<file path="config.mk">
export PLATFORM = sky130hd
export DESIGN_NAME = ln_vec_feeder
export DESIGN_NICKNAME = d
export VERILOG_FILES = /design/src/rtl/ln_pkg.sv /design/src/rtl/ln_vec_feeder.sv
export SDC_FILE = /design/constraint.sdc
export NUM_CORES = 2
export LEC_CHECK = 0
export ABC_AREA = 1
export BUFFER_PORTS_ARGS = -buffer_cell sky130_fd_sc_hd__buf_2
export CAP_MARGIN = 15
export CORE_ASPECT_RATIO = 1.1
export CORE_MARGIN = 3
export CORE_UTILIZATION = 35
export CTS_CLUSTER_DIAMETER = 40
export CTS_CLUSTER_SIZE = 10
export DETAILED_ROUTE_END_ITERATION = 12
export PLACE_DENSITY_LB_ADDON = 0.1
export SLEW_MARGIN = 20
export SYNTH_ARGS = -nofsm -noshare
export SYNTH_HDL_FRONTEND = slang
export SYNTH_SLANG_ARGS = --single-unit
</file>
<file path="constraint.sdc">
create_clock -name clk -period 3.9 [get_ports clk]
set_input_delay 0.39 -clock clk [delete_from_list [all_inputs] [get_ports clk]]
set_output_delay 0.39 -clock clk [all_outputs]
set_load 0.01 [all_outputs]
</file>
<file path="src/rtl/ln_pkg.sv">
// Shared constants for the 64 x FP16 layer-norm datapath and its feeder.
package ln_pkg;

  localparam int unsigned LN_DW     = 16;
  localparam int unsigned LN_N_ELEM = 64;
  localparam int unsigned LN_LANES  = 8;
  localparam int unsigned LN_BEATS  = LN_N_ELEM / LN_LANES;

  // Counter width that stays legal when a vector fits in a single beat.
  function automatic int unsigned beat_w(input int unsigned beats);
    return (beats > 1) ? $clog2(beats) : 1;
  endfunction

  localparam int unsigned LN_BEAT_W = beat_w(LN_BEATS);

endpackage

</file>
<file path="src/rtl/ln_vec_feeder.sv">
// Packs a narrow FP16 beat stream into full LN input vectors through a two-slot buffer.
module ln_vec_feeder
  import ln_pkg::*;
#(
  parameter int unsigned N_ELEM = LN_N_ELEM,
  parameter int unsigned DW     = LN_DW,
  parameter int unsigned LANES  = LN_LANES,
  parameter int unsigned CNT_W  = 16
) (
  input  logic                   clk,
  input  logic                   rst_n,
  input  logic                   s_valid,
  input  logic [LANES*DW-1:0]    s_data,
  input  logic                   s_last,
  output logic                   s_ready,
  input  logic                   flush,
  output logic                   x_valid,
  output logic [N_ELEM*DW-1:0]   a,
  input  logic                   x_ready,
  output logic                   err_len,
  output logic [CNT_W-1:0]       vec_count
);

  localparam int unsigned BEATS     = N_ELEM / LANES;
  localparam int unsigned BW        = beat_w(BEATS);
  localparam int unsigned VW        = N_ELEM * DW;
  localparam int unsigned BEAT_BITS = LANES * DW;

  logic [VW-1:0]    slot_q [2];
  logic [VW-1:0]    slot_d [2];
  logic [1:0]       full_q, full_d;
  logic             wr_sel_q, wr_sel_d;
  logic             rd_sel_q, rd_sel_d;
  logic [BW-1:0]    beat_cnt_q, beat_cnt_d;
  logic             err_len_q, err_len_d;
  logic [CNT_W-1:0] vec_count_q, vec_count_d;

  logic accept, pop, last_beat;

  assign s_ready   = !full_q[wr_sel_q];
  assign x_valid   = full_q[rd_sel_q];
  assign a         = slot_q[rd_sel_q];
  assign err_len   = err_len_q;
  assign vec_count = vec_count_q;

  assign accept    = s_valid && s_ready;
  assign pop       = x_valid && x_ready;
  assign last_beat = (beat_cnt_q == BW'(BEATS - 1));

  always_comb begin
    slot_d      = slot_q;
    full_d      = full_q;
    wr_sel_d    = wr_sel_q;
    rd_sel_d    = rd_sel_q;
    beat_cnt_d  = beat_cnt_q;
    err_len_d   = 1'b0;
    vec_count_d = vec_count_q;

    if (flush) begin
      // Slot contents are left as-is; they are unreachable once full is clear.
      full_d     = '0;
      beat_cnt_d = '0;
      wr_sel_d   = 1'b0;
      rd_sel_d   = 1'b0;
    end else begin
      if (pop) begin
        full_d[rd_sel_q] = 1'b0;
        rd_sel_d         = !rd_sel_q;
        vec_count_d      = vec_count_q + CNT_W'(1);
      end
      if (accept) begin
        slot_d[wr_sel_q][int'(beat_cnt_q) * BEAT_BITS +: BEAT_BITS] = s_data;
        if (last_beat) begin
          full_d[wr_sel_q] = 1'b1;
          wr_sel_d         = !wr_sel_q;
          beat_cnt_d       = '0;
          err_len_d        = !s_last;
        end else if (s_last) begin
          // Short frame: drop the partial vector, the slot stays free.
          beat_cnt_d = '0;
          err_len_d  = 1'b1;
        end else begin
          beat_cnt_d = beat_cnt_q + BW'(1);
        end
      end
    end
  end

  always_ff @(posedge clk or negedge rst_n) begin
    if (!rst_n) begin
      slot_q      <= '{default: '0};
      full_q      <= '0;
      wr_sel_q    <= 1'b0;
      rd_sel_q    <= 1'b0;
      beat_cnt_q  <= '0;
      err_len_q   <= 1'b0;
      vec_count_q <= '0;
    end else begin
      slot_q      <= slot_d;
      full_q      <= full_d;
      wr_sel_q    <= wr_sel_d;
      rd_sel_q    <= rd_sel_d;
      beat_cnt_q  <= beat_cnt_d;
      err_len_q   <= err_len_d;
      vec_count_q <= vec_count_d;
    end
  end

endmodule

</file>
==> impl_metrics.json <==
{
  "cts_tree": "done",
  "setup_slack_ns": 0.260,
  "synth-seq-area-share_pct": 56.1,
  "p_per_area_nw_per_um2": 526,
  "syn_area_sq_um": 92400,
  "synth.most_common_cell": "nand2_1",
  "outcome": "complete, but fails checks",
  "wl_per_cell_um": 24.0,
  "syn2layout_area_growth_pct": 26.1,
  "skew_ns": 0.0713,
  "cp_slowest_stage_delay_ns": 0.66,
  "antenna_found_initial": 22,
  "portBuffers": 1176,
  "ctsRootBufferMaster": "clkbuf_16",
  "final_cells": 16899,
  "drtIter0Drc": 8185,
  "synth_nets": 12201,
  "synth_top_area_share_pct": 56.1,
  "rsz0062_at_grt": "no",
  "grt_max_degree": 164,
  "cts_setup_buffers": 0,
  "fin_crit_ns": 3.64,
  "crit_type": "register to output pin",
  "std_cell_rows": 197,
  "max_slew_margin_pct": 25.6,
  "synthesis.instances": 12059,
  "place.gp.congestion": 0.873,
  "power.leakage_nw": 65.3,
  "die_w_um": 496,
  "ctsHtreeMaxLevel": 5,
  "cp_slowest_cell": "dfrtp_4",
  "crit_top_cell": "nand2_1",
  "finalMaxSlewViolations": 0,
  "setup_viol": 0,
  "core_sq_um": 262000,
  "arrival_ns": 3.25,
  "regArea_sq_um": 51900,
  "max_freq_mhz": 275,
  "dieArea_sq_um": 270000,
  "hold_ws_ns": -0.0116,
  "cts_buffers": 385,
  "grt_pass1_wl_um": 585000,
  "layout-drive-gt1-share_pct": 15.2,
  "placed_cells": 16046,
  "endpoint_kind": "output pin",
  "synth.top_cells.by_count": "nand2_1, dfrtp_1, nand3_1",
  "vias_per_cell": 5.06,
  "vias": 85487,
  "worstPathCellList": "inv_8 -> buf_12 -> nand2_1 -> nand2_1 -> buf_2",
  "yosysWarnings": 0,
  "dr.pass1.iters": 8,
  "ys_types": 28,
  "netlist_top_cells_area": "dfrtp_1, nand2_1, nand3_1",
  "ant_nets": 0,
  "start_kind": "register",
  "cts_num_sinks": 2072,
  "insertion_delay_ns": 0.92,
  "clk_pin_slew_worst_paths_ns": 0.05,
  "layout.nets": 13230,
  "synth.ff_latch_count": 2072,
  "start_util_pct": 35.2,
  "grt-ovfl-total": 0,
  "fin_crit_sh_pct": 93.3,
  "n_fill_cell": 26374,
  "pre_cts_slack_ns": 0.790,
  "grt_pass1_vias": 81832,
  "setup_tns_ns": 0,
  "synth-main-ff-cell": "dfrtp_1",
  "synth_area_per_cell_sq_um": 7.66,
  "violations": "negative hold slack",
  "multi_input_area_sq_um": 36500,
  "clk_path_buf_depth": 4,
  "hold_class": "input pin to asynchronous set/reset pin",
  "vdd_drop_max_mv": 0.352,
  "ys_async_sr_fraction_pct": 100,
  "synth_top_area_cell": "dfrtp_1",
  "worstPathMaxFanout": 93,
  "drv_cap": 0,
  "hold_viol_final": 3,
  "worst_pin_slew_ns": 1.12,
  "ioPinCount": 1177,
  "die_y_um": 545,
  "route.detailed.drc": 0,
  "wirelength_um": 406000,
  "synth_edf_count": 0,
  "worstPathRequired_ns": 3.51,
  "dp.final_hpwl_um": 265000,
  "track_usage_pct": 29.2
}
==> worst paths after layout <==
| kind | startpoint | endpoint | slack [ns] | depth (start not counted) |
|---|---|---|---|---|
| hold reg to reg | slot_q[1680] | slot_q[1680] | 0.47 | 2 |
| max in group asynchronous | rst_n | slot_q[479] | 2.26 | 5 |
| setup / recovery | rd_sel_q | a[312] | 0.26 | 5 |
| setup reg to reg | beat_cnt_q[0] | slot_q[1648] | 0.81 | 8 |
| hold / removal | rst_n | slot_q[358] | -0.01 | 2 |
| min in group clk | s_data[38] | slot_q[1574] | 0.36 | 4 |
==> state kept, by name, summed over array words and instances, names as in the netlist <==
name / flops
slot_q: 2048
beat_cnt_q: 3
full_q: 2
vec_count: 16
rd_sel_q: 1
wr_sel_q: 1
err_len: 1
==> power by group <==
group | internal (W) | switching (W) | leakage (nW)
Clock | 0.0229 | 0.0121 | 6.54
Combinational | 0.000983 | 0.00290 | 30.1
Sequential | 0.0221 | 0.000290 | 28.7
Total | 0.0459 | 0.0153 | 65.3
==> routing by layer <==
metal / GRT usage, % / vias to the layer above / share of wire [%]
met2: 47.8 / 3276 / 47
met5: 0 / - / 0.025
met1: 36.0 / 41810 / 39
met3: 6.63 / 668 / 7.7
met4: 15.2 / 10 / 6.0
li1: - / 39723 / -
==> critical path, delay by kind of cell (launching register included) <==
family                 cells  cell delay, ns
buffers and inverters      3            1.13
DFF                        1            0.66
and+or+nand+nor            2            0.37
==> repair_timing <==
action                                 in CTS  in global routing
endpoints found under the hold margin     832                  0
resized for setup                           0                  0
hold buffers                              135                  0
==> area by class of cell <==
type                       instances  area share (%)
sequential                      2072            44.5
multi-input combinational       9002            31.3
clock buffer                     482            9.15
timing repair buffer            1476            8.21
tap                             3482            3.74
clock inverter                   220            2.50
inverter                         151           0.508
antenna                           14          0.0301
==> metrics by stage <==
step	total power [W]	hold WS [ns]	area (sq um)	util, %
final	0.0612	-0.0116	116000	44.4
after global routing	0.0632	0.0357	116000	44.4
after CTS	0.0618	0.186	116000	44.4
after detailed placement	0.0265	0.458	101000	38.7
after global placement	0.0265	0.453	101000	38.7
after floorplan	0.0241	0.0944	92400	-
==> cells by family (layout without fill, tap and decap cells) <==
group                    after synthesis  after routing  synth area share (%)
AND/OR/NAND/NOR                     8203           8203                  34.9
flip-flops                          2072           2072                  56.1
buffers and inverters                985           2329                  4.58
AO/OA/AOI/OAI                        783            783                  4.24
adder cells (fa/ha/maj)                8              8                 0.108
XOR/XNOR                               8              8                0.0759
other                                  0             14                     0
==> layout by cell type, fill, tap and decap left out, drive strengths merged <==
cell         Yosys  layout
nand2         7113    7113
dfrtp         2072    2072
buf            411    1341
nand3          786     786
o21ai          779     779
clkbuf         423     482
nor3           263     263
inv            151     180
dlygate4sd3      0     135
clkinv           0      92
bufinv           0      52
clkinvlp         0      47
nor2            31      31
diode            0      14
ha               8       8
xor2             7       7
nand4            5       5
a21oi            4       4
nand3b           3       3
and3             1       1
and2             1       1
xnor2            1       1
(Power assumes the default switching activity.)
